--- config.mk ---
export PLATFORM = sky130hd
export DESIGN_NAME = led_div_ctrl
export DESIGN_NICKNAME = d
export VERILOG_FILES = /design/src/rtl/led_pkg.sv /design/src/rtl/btn_debounce.sv /design/src/rtl/led_div_ctrl.sv
export SDC_FILE = /design/constraint.sdc
export NUM_CORES = 1
export LEC_CHECK = 0
export ABC_CLOCK_PERIOD_IN_PS = 2000
export CORE_MARGIN = 3
export CORE_UTILIZATION = 57
export CTS_CLUSTER_DIAMETER = 60
export DETAILED_ROUTE_END_ITERATION = 10
export HOLD_SLACK_MARGIN = 0.03
export PLACE_DENSITY = 0.82
export SYNTH_ARGS = -nofsm -noshare
export SYNTH_HDL_FRONTEND = slang
export SYNTH_SLANG_ARGS = --single-unit
--- constraint.sdc ---
create_clock -name clk100 -period 2 [get_ports clk100]
set_input_delay 0.3 -clock clk100 [delete_from_list [all_inputs] [get_ports clk100]]
set_output_delay 0.3 -clock clk100 [all_outputs]
set_load 0.02 [all_outputs]
--- src/rtl/led_pkg.sv ---
// led_pkg
// Shared definitions for the LED blink path: divisor width and limits,
// the one-second tick count used by the blink counter, the per-button
// FSM state type, and the wrapping divisor step helper.
package led_pkg;

  localparam int             DIV_W   = 5;
  localparam logic [DIV_W-1:0] DIV_MIN = 5'd1;
  localparam logic [DIV_W-1:0] DIV_MAX = 5'h14;
  localparam logic [27:0]    CNT_1S  = 28'h5F5E100;

  typedef enum logic [1:0] {IDLE, HOLD, RPT} btn_st_t;

  // One divisor step with wrap-around at both limits, so the result never
  // leaves DIV_MIN..DIV_MAX (the blink counter treats 0 and >20 as 1 Hz).
  function automatic logic [DIV_W-1:0] divStep(input logic [DIV_W-1:0] cur,
                                               input logic up);
    if (up) begin
      return (cur == DIV_MAX) ? DIV_MIN : cur + 5'd1;
    end
    return (cur == DIV_MIN) ? DIV_MAX : cur - 5'd1;
  endfunction

endpackage

--- src/rtl/btn_debounce.sv ---
// btn_debounce
// Synchronizes one raw asynchronous active-high button into clk100 and
// debounces it. The debounced level only changes after the synced input
// has disagreed with it for DEBOUNCE_CYC consecutive cycles.
// Ports:
//   clk100  - 100 MHz clock
//   rst     - synchronous active-high reset
//   btn_i   - raw button, asynchronous
//   db_o    - debounced level
//   press_o - one-cycle pulse, coincident with the first cycle db_o is high
module btn_debounce #(
  parameter int DEBOUNCE_CYC = 1_000_000
) (
  input  logic clk100,
  input  logic rst,
  input  logic btn_i,
  output logic db_o,
  output logic press_o
);

  localparam int               CNT_W    = $clog2(DEBOUNCE_CYC + 1);
  localparam logic [CNT_W-1:0] CNT_LAST = CNT_W'(DEBOUNCE_CYC - 1);

  logic             sync1_q, sync2_q;
  logic             db_q, db_d;
  logic             press_q, press_d;
  logic [CNT_W-1:0] cnt_q, cnt_d;

  // Any cycle where the synced input agrees with the debounced level
  // restarts the count. The press pulse is produced here, together with the
  // level change, so the downstream FSM sees it the same cycle db goes high.
  always_comb begin
    db_d    = db_q;
    press_d = 1'b0;
    cnt_d   = '0;
    if (sync2_q != db_q) begin
      if (cnt_q == CNT_LAST) begin
        db_d    = sync2_q;
        press_d = sync2_q;
      end else begin
        cnt_d = cnt_q + 1'b1;
      end
    end
  end

  // Two-flop synchronizer followed by the debounce state registers.
  always_ff @(posedge clk100) begin
    if (rst) begin
      sync1_q <= 1'b0;
      sync2_q <= 1'b0;
      db_q    <= 1'b0;
      press_q <= 1'b0;
      cnt_q   <= '0;
    end else begin
      sync1_q <= btn_i;
      sync2_q <= sync1_q;
      db_q    <= db_d;
      press_q <= press_d;
      cnt_q   <= cnt_d;
    end
  end

  assign db_o    = db_q;
  assign press_o = press_q;

endmodule

--- src/rtl/led_div_ctrl.sv ---
// led_div_ctrl
// Pushbutton front-end for the LED blink counter. Two debounced buttons
// step a blink divisor up/down with wrap-around and auto-repeat; pressing
// both (chord) restores DIV_RST. Every accepted change pulses wren_o once.
// Ports:
//   clk100   - 100 MHz clock
//   rst      - synchronous active-high reset
//   btn_up_i - raw up button, asynchronous, active-high
//   btn_dn_i - raw down button, asynchronous, active-high
//   div_o    - current divisor, registered, always DIV_MIN..DIV_MAX
//   wren_o   - one-cycle strobe in the first cycle div_o holds a new value
//   busy_o   - high while either debounced button level is high
module led_div_ctrl
  import led_pkg::*;
#(
  parameter int DEBOUNCE_CYC = 1_000_000,
  parameter int REPEAT_DLY   = 50_000_000,
  parameter int REPEAT_CYC   = 10_000_000,
  parameter int DIV_RST      = 5
) (
  input  logic             clk100,
  input  logic             rst,
  input  logic             btn_up_i,
  input  logic             btn_dn_i,
  output logic [DIV_W-1:0] div_o,
  output logic             wren_o,
  output logic             busy_o
);

  localparam int               TMR_MAX   = (REPEAT_DLY > REPEAT_CYC) ? REPEAT_DLY : REPEAT_CYC;
  localparam int               TMR_W     = $clog2(TMR_MAX + 1);
  localparam logic [TMR_W-1:0] DLY_LAST  = TMR_W'(REPEAT_DLY - 1);
  localparam logic [TMR_W-1:0] CYC_LAST  = TMR_W'(REPEAT_CYC - 1);
  localparam logic [DIV_W-1:0] DIV_RST_V = DIV_W'(DIV_RST);

  // Index 0 is the up button, index 1 the down button throughout.
  logic [1:0]       db;
  logic [1:0]       press;
  btn_st_t          st_q  [2];
  logic [TMR_W-1:0] tmr_q [2];
  logic [1:0]       pressReq, rptReq;
  logic             chord, stepUp, stepDn;
  logic             actUp_q, actDn_q, actChord_q;
  logic [DIV_W-1:0] div_q, div_d;
  logic             wren_q, wren_d;

  btn_debounce #(.DEBOUNCE_CYC(DEBOUNCE_CYC)) uDbUp (
    .clk100 (clk100),
    .rst    (rst),
    .btn_i  (btn_up_i),
    .db_o   (db[0]),
    .press_o(press[0])
  );

  btn_debounce #(.DEBOUNCE_CYC(DEBOUNCE_CYC)) uDbDn (
    .clk100 (clk100),
    .rst    (rst),
    .btn_i  (btn_dn_i),
    .db_o   (db[1]),
    .press_o(press[1])
  );

  // Step requests and their classification. A press always implies its own
  // db is high, so "press while the other db is high" also covers two
  // presses landing in the same cycle. Repeats while the other button is
  // held are simply not turned into steps.
  always_comb begin
    pressReq = '0;
    rptReq   = '0;
    for (int b = 0; b < 2; b++) begin
      pressReq[b] = (st_q[b] == IDLE) && press[b];
      rptReq[b]   = db[b] && (((st_q[b] == HOLD) && (tmr_q[b] == DLY_LAST)) ||
                              ((st_q[b] == RPT)  && (tmr_q[b] == CYC_LAST)));
    end
    chord  = (pressReq[0] && db[1]) || (pressReq[1] && db[0]);
    stepUp = (pressReq[0] || rptReq[0]) && !db[1];
    stepDn = (pressReq[1] || rptReq[1]) && !db[0];
  end

  // Per-button IDLE/HOLD/RPT FSMs with their repeat timers, plus the
  // registered arbitration decision. Dropping db returns a button to IDLE
  // without ever producing a step, so a release never changes the divisor.
  always_ff @(posedge clk100) begin
    if (rst) begin
      for (int b = 0; b < 2; b++) begin
        st_q[b]  <= IDLE;
        tmr_q[b] <= '0;
      end
      actUp_q    <= 1'b0;
      actDn_q    <= 1'b0;
      actChord_q <= 1'b0;
    end else begin
      for (int b = 0; b < 2; b++) begin
        if (!db[b]) begin
          st_q[b]  <= IDLE;
          tmr_q[b] <= '0;
        end else begin
          case (st_q[b])
            IDLE: begin
              tmr_q[b] <= '0;
              if (press[b]) begin
                st_q[b] <= HOLD;
              end
            end
            HOLD: begin
              if (tmr_q[b] == DLY_LAST) begin
                st_q[b]  <= RPT;
                tmr_q[b] <= '0;
              end else begin
                tmr_q[b] <= tmr_q[b] + 1'b1;
              end
            end
            RPT: begin
              if (tmr_q[b] == CYC_LAST) begin
                tmr_q[b] <= '0;
              end else begin
                tmr_q[b] <= tmr_q[b] + 1'b1;
              end
            end
            default: begin
              st_q[b]  <= IDLE;
              tmr_q[b] <= '0;
            end
          endcase
        end
      end
      actUp_q    <= stepUp;
      actDn_q    <= stepDn;
      actChord_q <= chord;
    end
  end

  // Divisor update. A chord wins over any single-button step and strobes
  // even if the divisor already equals DIV_RST.
  always_comb begin
    div_d  = div_q;
    wren_d = 1'b0;
    if (actChord_q) begin
      div_d  = DIV_RST_V;
      wren_d = 1'b1;
    end else if (actUp_q) begin
      div_d  = divStep(div_q, 1'b1);
      wren_d = 1'b1;
    end else if (actDn_q) begin
      div_d  = divStep(div_q, 1'b0);
      wren_d = 1'b1;
    end
  end

  // Output registers; reset leaves the strobe low so reset exit is silent.
  always_ff @(posedge clk100) begin
    if (rst) begin
      div_q  <= DIV_RST_V;
      wren_q <= 1'b0;
    end else begin
      div_q  <= div_d;
      wren_q <= wren_d;
    end
  end

  assign div_o  = div_q;
  assign wren_o = wren_q;
  assign busy_o = |db;

endmodule
======== Word level (Yosys, flattened, before mapping) ========
Memories as Yosys holds them, arrays and structs flattened.
Index checks and enable logic that the tools add are counted.
storage, ports and cells
  flip-flop bits (word level) ............. 57
  memory bits (writable) .................. 56
  input bits .............................. 4
  output and inout port bits .............. 7
  logic and storage cells ................. 201
  memories kept ........................... 2
operators by class
  $add $sub $neg .......................... 6
  equality and inequality tests ........... 14
  multiplexer cells ....................... 106
  bitwise gates (word level) .............. 26
  reductions and logical operators ........ 32
memories
  memory  depth  bits a word  read ports  clocked after Yosys merged registers in  write ports  RTL line            text
  tmr_q   2      26           2           0                                        2            led_div_ctrl.sv:40  logic [TMR_W-1:0] tmr_q [2];
  st_q    2      2            2           0                                        2            led_div_ctrl.sv:39  btn_st_t st_q [2];
operators with widths
  operator                                                            count
  26-bit two-way mux                                                  14
  1-bit two-way mux                                                   79
  26-bit by 1-bit adder with 26-bit output, second input constant     2
  26-bit by 24-bit == test with 1-bit output, second input constant   2
  26-bit == test, second input constant                               2
  20-bit by 1-bit adder with 20-bit output, second input constant     2
  20-bit == test, second input constant                               2
  5-bit two-way mux                                                   5
  1-bit bitwise OR                                                    22
  3-bit OR reduction                                                  6
  2-bit two-way mux                                                   8
  1-bit logical AND                                                   12
  5-bit by 1-bit adder with 5-bit output, second input constant       1
  5-bit by 1-bit == test with 1-bit output, second input constant     1
  5-bit == test, second input constant                                1
  1-bit logical OR                                                    5
  5-bit by 1-bit subtractor with 5-bit output, second input constant  1
  2-bit by 1-bit == test with 1-bit output, second input constant     2
  2-bit == test, second input constant                                2
  2-bit logical NOT                                                   2
  1-bit NOT                                                           4
  2-bit AND reduction                                                 2
  2-bit OR reduction                                                  2
  1-bit logical NOT                                                   2
  2 further kinds                                                     3

======== Logic depth before layout (Yosys ltp) ========
  depth after elaboration ................. 11
  mapped depth ............................ 7
  gate-level depth less buffers ........... 6

======== By module ========
Synthesis repeated with hierarchy kept, for this count alone.
second synthesis, totals
  cells, all modules ...................... 606
  area, all modules ....................... 5838.1 sq um
modules (own cells, without submodules)
  module        instances  cells an instance  area an instance (sq um)  sequential area each (sq um)
  led_div_ctrl  1          370                3706.1                    1861.8
  btn_debounce  2          118                1066.0                    480.5

======== Worst setup path before layout ========
OpenSTA, ideal clock, no wires.
  path kind ............................... flip-flop to flip-flop
  from .................................... memory tmr_q[0][0] (netlist name)
  to ...................................... memory st_q[0][0] (netlist name) (enable)
  library setup time ...................... 296 ps
  arrival ................................. 1879 ps
  required time ........................... 1704 ps
  path slack .............................. -174 ps
  cell stages (with the launch flop) ...... 8
  path buffers ............................ 2
  period minus slack after synthesis ...... 2174 ps
  path through ............................ edfxtp_1 > ha_1 > and4_1 > buf_2 > nand4b_2 > o21ai_4 > clkbuf_1 > a21o_1
RTL lines
  element             RTL line
  start: declaration  led_div_ctrl.sv:40
  end: declaration    led_div_ctrl.sv:39

==> flow_summary.toml <==
[synth]
synthArstFlopShare = 0
ys.flop_type = "dfxtp_1"
yosys_register_bits = 113
synthCells = 645
synth_cell_types = 70
ys_seq_area_frac = 0.449
yosysWarnings = 0
synth-edff-count = 56
synth.avg_cell_area_sq_um = 9.74
synth_area_sq_um = 6280

[global_routing]
grt_antenna_before_repair = 0
grt_max_degree = 28
first_global_vias = 5408
grtUsageTotal = 0.248
grt_pass1_wl_um = 25500
grt-ovfl-total = 0

[power_and_ir_drop]
p_leak_nw = 2.70
power_density_nw_per_um2 = 679
vdd_drop_max_uv = 796

[final_layout]
final_cells = 920
fillers = 614
diodes = 0
synthToLayoutAreaGrowth_pct = 28.2
seqCellArea_sq_um = 2820
layout.nets = 783
drive_above_1_share = 0.208
post-route-cell-area_sq_um = 8060
multi_input_comb_area_sq_um = 3560

[die]
die_w_um = 111
row_count = 37
dieHeight_um = 111
die-area_sq_um = 12300
core_area_sq_um = 10500
ios = 11
start_util = 0.598

[critical_path]
critPathLaunchType = "register"
path_buf_inv = 1
reg2reg_to = "tmr_q[1][24]"
reg2reg_slack_ps = -150
crit_chain = "nand4_1 -> nor4_1 -> a21bo_1 -> buf_4 -> a221oi_1"
crit_required_ps = 2260
cp.arrival_ps = 2410
reg2reg_depth = 5
crit-reg2reg-launch = "tmr_q[1][22]"
worstSetupEndpointType = "register"
cp_top_family = "simple AND/OR/NAND/NOR gates"
slowest_stage = "nor4_1"
worstPathMaxFanout = 12
slowest_delay_ps = 580
crit_type = "register to register"

[sta]
fin_crit_sh = 1.08
hold_viol = 0
tightest_slew_ps = 613
max_freq_mhz = 465
finalSetupViolCount = 54
setup_slack_ps = -152
rsz0062_at_grt = "true"
relSlewSlack = 0.586
period_needed_ps = 2150
finalClockSkew_ps = 10.2
drv_slew = 0

[drt]
vias = 5789
final_antenna_net_count = 0
routed-wl-met2_um = 8220
top_layer_used = "met4"
routedWlPerCell_um = 17.7
met3_length_um = 1130
viasPerCell = 6.29
drt_iter0_drc = 552
drc_errors = 0
wl_met1_um = 6560
wirelength_um = 16300
drtPass1Iterations = 6

[cts]
cts_made_buffers = 17
htree_levels = 4
clkTransAtPathRegs_ps = 60
clock_tree.root_cell = "clkbuf_8"
clk_latency_ps = 530
cts_tree = "yes"
clock-sinks = 113
cts.path.max_buffers = 2

[hold_path]
worstHoldPathType = "input port to register"
hold_end = "uDbUp.sync1_q"
hold_start = "btn_up_i"
hold_depth = 2

[placed_design]
post-place-cells = 861
numPortBuffers = 10
place.gp.congestion = 0.877
placed_area_sq_um = 7070
dp_hpwl_um = 9310

[run_status]
outcome = "finished, violations left"
violations = "setup timing"

[job]
cap_viol_max_count = 0
cell usage in the layout (no fill, tap or decap), drive strengths merged, types with 28 or more instances in the layout:
cell,synthesis,final
nand2,35,35
xnor2,28,28
nand3,43,43
buf,12,83
conb,1,52
edfxtp,56,56
nor2,39,39
a211oi,29,29
dfxtp,57,57
clkbuf,26,29
worst register-to-register path, stage by stage, from the launching register on:
cell and delay, ps:
edfxtp_1 470, nand4_1 220, nor4_1 580, a21bo_1 250, buf_4 230, a221oi_1 140
timing repair:
action / in CTS / in global routing
setup endpoints to repair: 55 / 59
gates resized for setup: 16 / 24
buffers inserted: 12 / 13
gates cloned: 0 / 3
pin swaps: 6 / 10
hold buffers: 0 / 0
cells in the mapped netlist (all sizes together), types with 3 or more instances:
cell type,n,share of area
dfxtp,57,0.18
edfxtp,56,0.27
nand3,43,0.036
nor2,39,0.023
nand2,35,0.021
a211oi,29,0.035
xnor2,28,0.039
clkbuf,26,0.017
o21ai,26,0.024
or3,26,0.026
inv,25,0.015
a221oi,24,0.039
nand4,22,0.023
xor2,21,0.029
a21oi,20,0.016
or4,20,0.025
o31ai,17,0.023
nor4,14,0.015
buf,12,0.010
nor3,12,0.0096
and3,10,0.010
and4,10,0.014
ha,7,0.014
nor2b,6,0.0060
nor4b,6,0.0084
nor4bb,5,0.0080
or2,5,0.0050
a21o,4,0.0048
and2,3,0.0030
mux2i,3,0.0048
nand2b,3,0.0030
nand4b,3,0.0052
o311ai,3,0.0042
layout make-up:
type / count / area share
clock buffers: 27 / 0.0652
clock inverters: 4 / 0.00248
inverters: 25 / 0.0116
multi-input cells: 520 / 0.442
flip-flops and latches: 113 / 0.350
well taps: 136 / 0.0211
repair buffers: 95 / 0.107
registers in the layout, indices dropped and copies added (netlist names):
signal,cells
uDbUp.sync1_q,1
uDbUp.db_o,1
actUp_q,1
tmr_q,52
actDn_q,1
div_o,5
uDbDn.db_o,1
wren_o,1
uDbUp.cnt_q,20
st_q,4
uDbDn.sync1_q,1
uDbDn.press_o,1
uDbDn.sync2_q,1
uDbDn.cnt_q,20
uDbUp.press_o,1
uDbUp.sync2_q,1
actChord_q,1
power breakdown:
part	switching, W	leakage, nW	internal (W)
Sequential	0.0000446	1.05	0.00247
Clock	0.00101	0.271	0.00176
Combinational	0.000105	1.39	0.0000851
Total	0.00116	2.70	0.00432
per-layer routing:
layer | up-vias | GRT usage
met4 | 0 | 0.0813
li1 | 2685 | -
met3 | 47 | 0.0573
met2 | 300 | 0.421
met5 | - | 0
met1 | 2757 | 0.313
worst max-delay path by stage:
stage                 startpoint            to  slack [ps]  cells past startpoint
floorplan           tmr_q[1][16]  tmr_q[1][20]        -0.8                      6
global placement    tmr_q[1][18]  tmr_q[1][22]          20                      5
detailed placement   tmr_q[0][7]  tmr_q[0][16]         -30                      6
CTS                  tmr_q[1][0]  tmr_q[1][18]          -5                      6
global route        tmr_q[1][22]  tmr_q[1][24]        -240                      5
finish              tmr_q[1][22]  tmr_q[1][24]        -150                      5
per-stage QoR:
step                      hold slack, ps  power (W)  setup TNS (ps)   util  worst slack, ps
final                                329    0.00547           -5110  0.767             -152
after detailed placement             422    0.00270            -364  0.673            -30.8
after global placement               420    0.00270               0  0.673             23.9
after floorplan                      413    0.00263           -4.23      -           -0.847
after CTS                            316    0.00546           -4.68  0.740            -4.68
after global routing                 348    0.00563           -8150  0.767             -244
kinds of logic after synthesis:
logic type / synth area share
and+or+nand+nor: 0.256
AOI/OAI and AO/OA: 0.165
DFF: 0.449
buffers and inverters: 0.0424
xor gates and xnor gates: 0.0683
adders and majority gates: 0.0139
muxes: 0.00478
other: 0.000597
No activity file was read; power rests on OpenSTA's default activity.
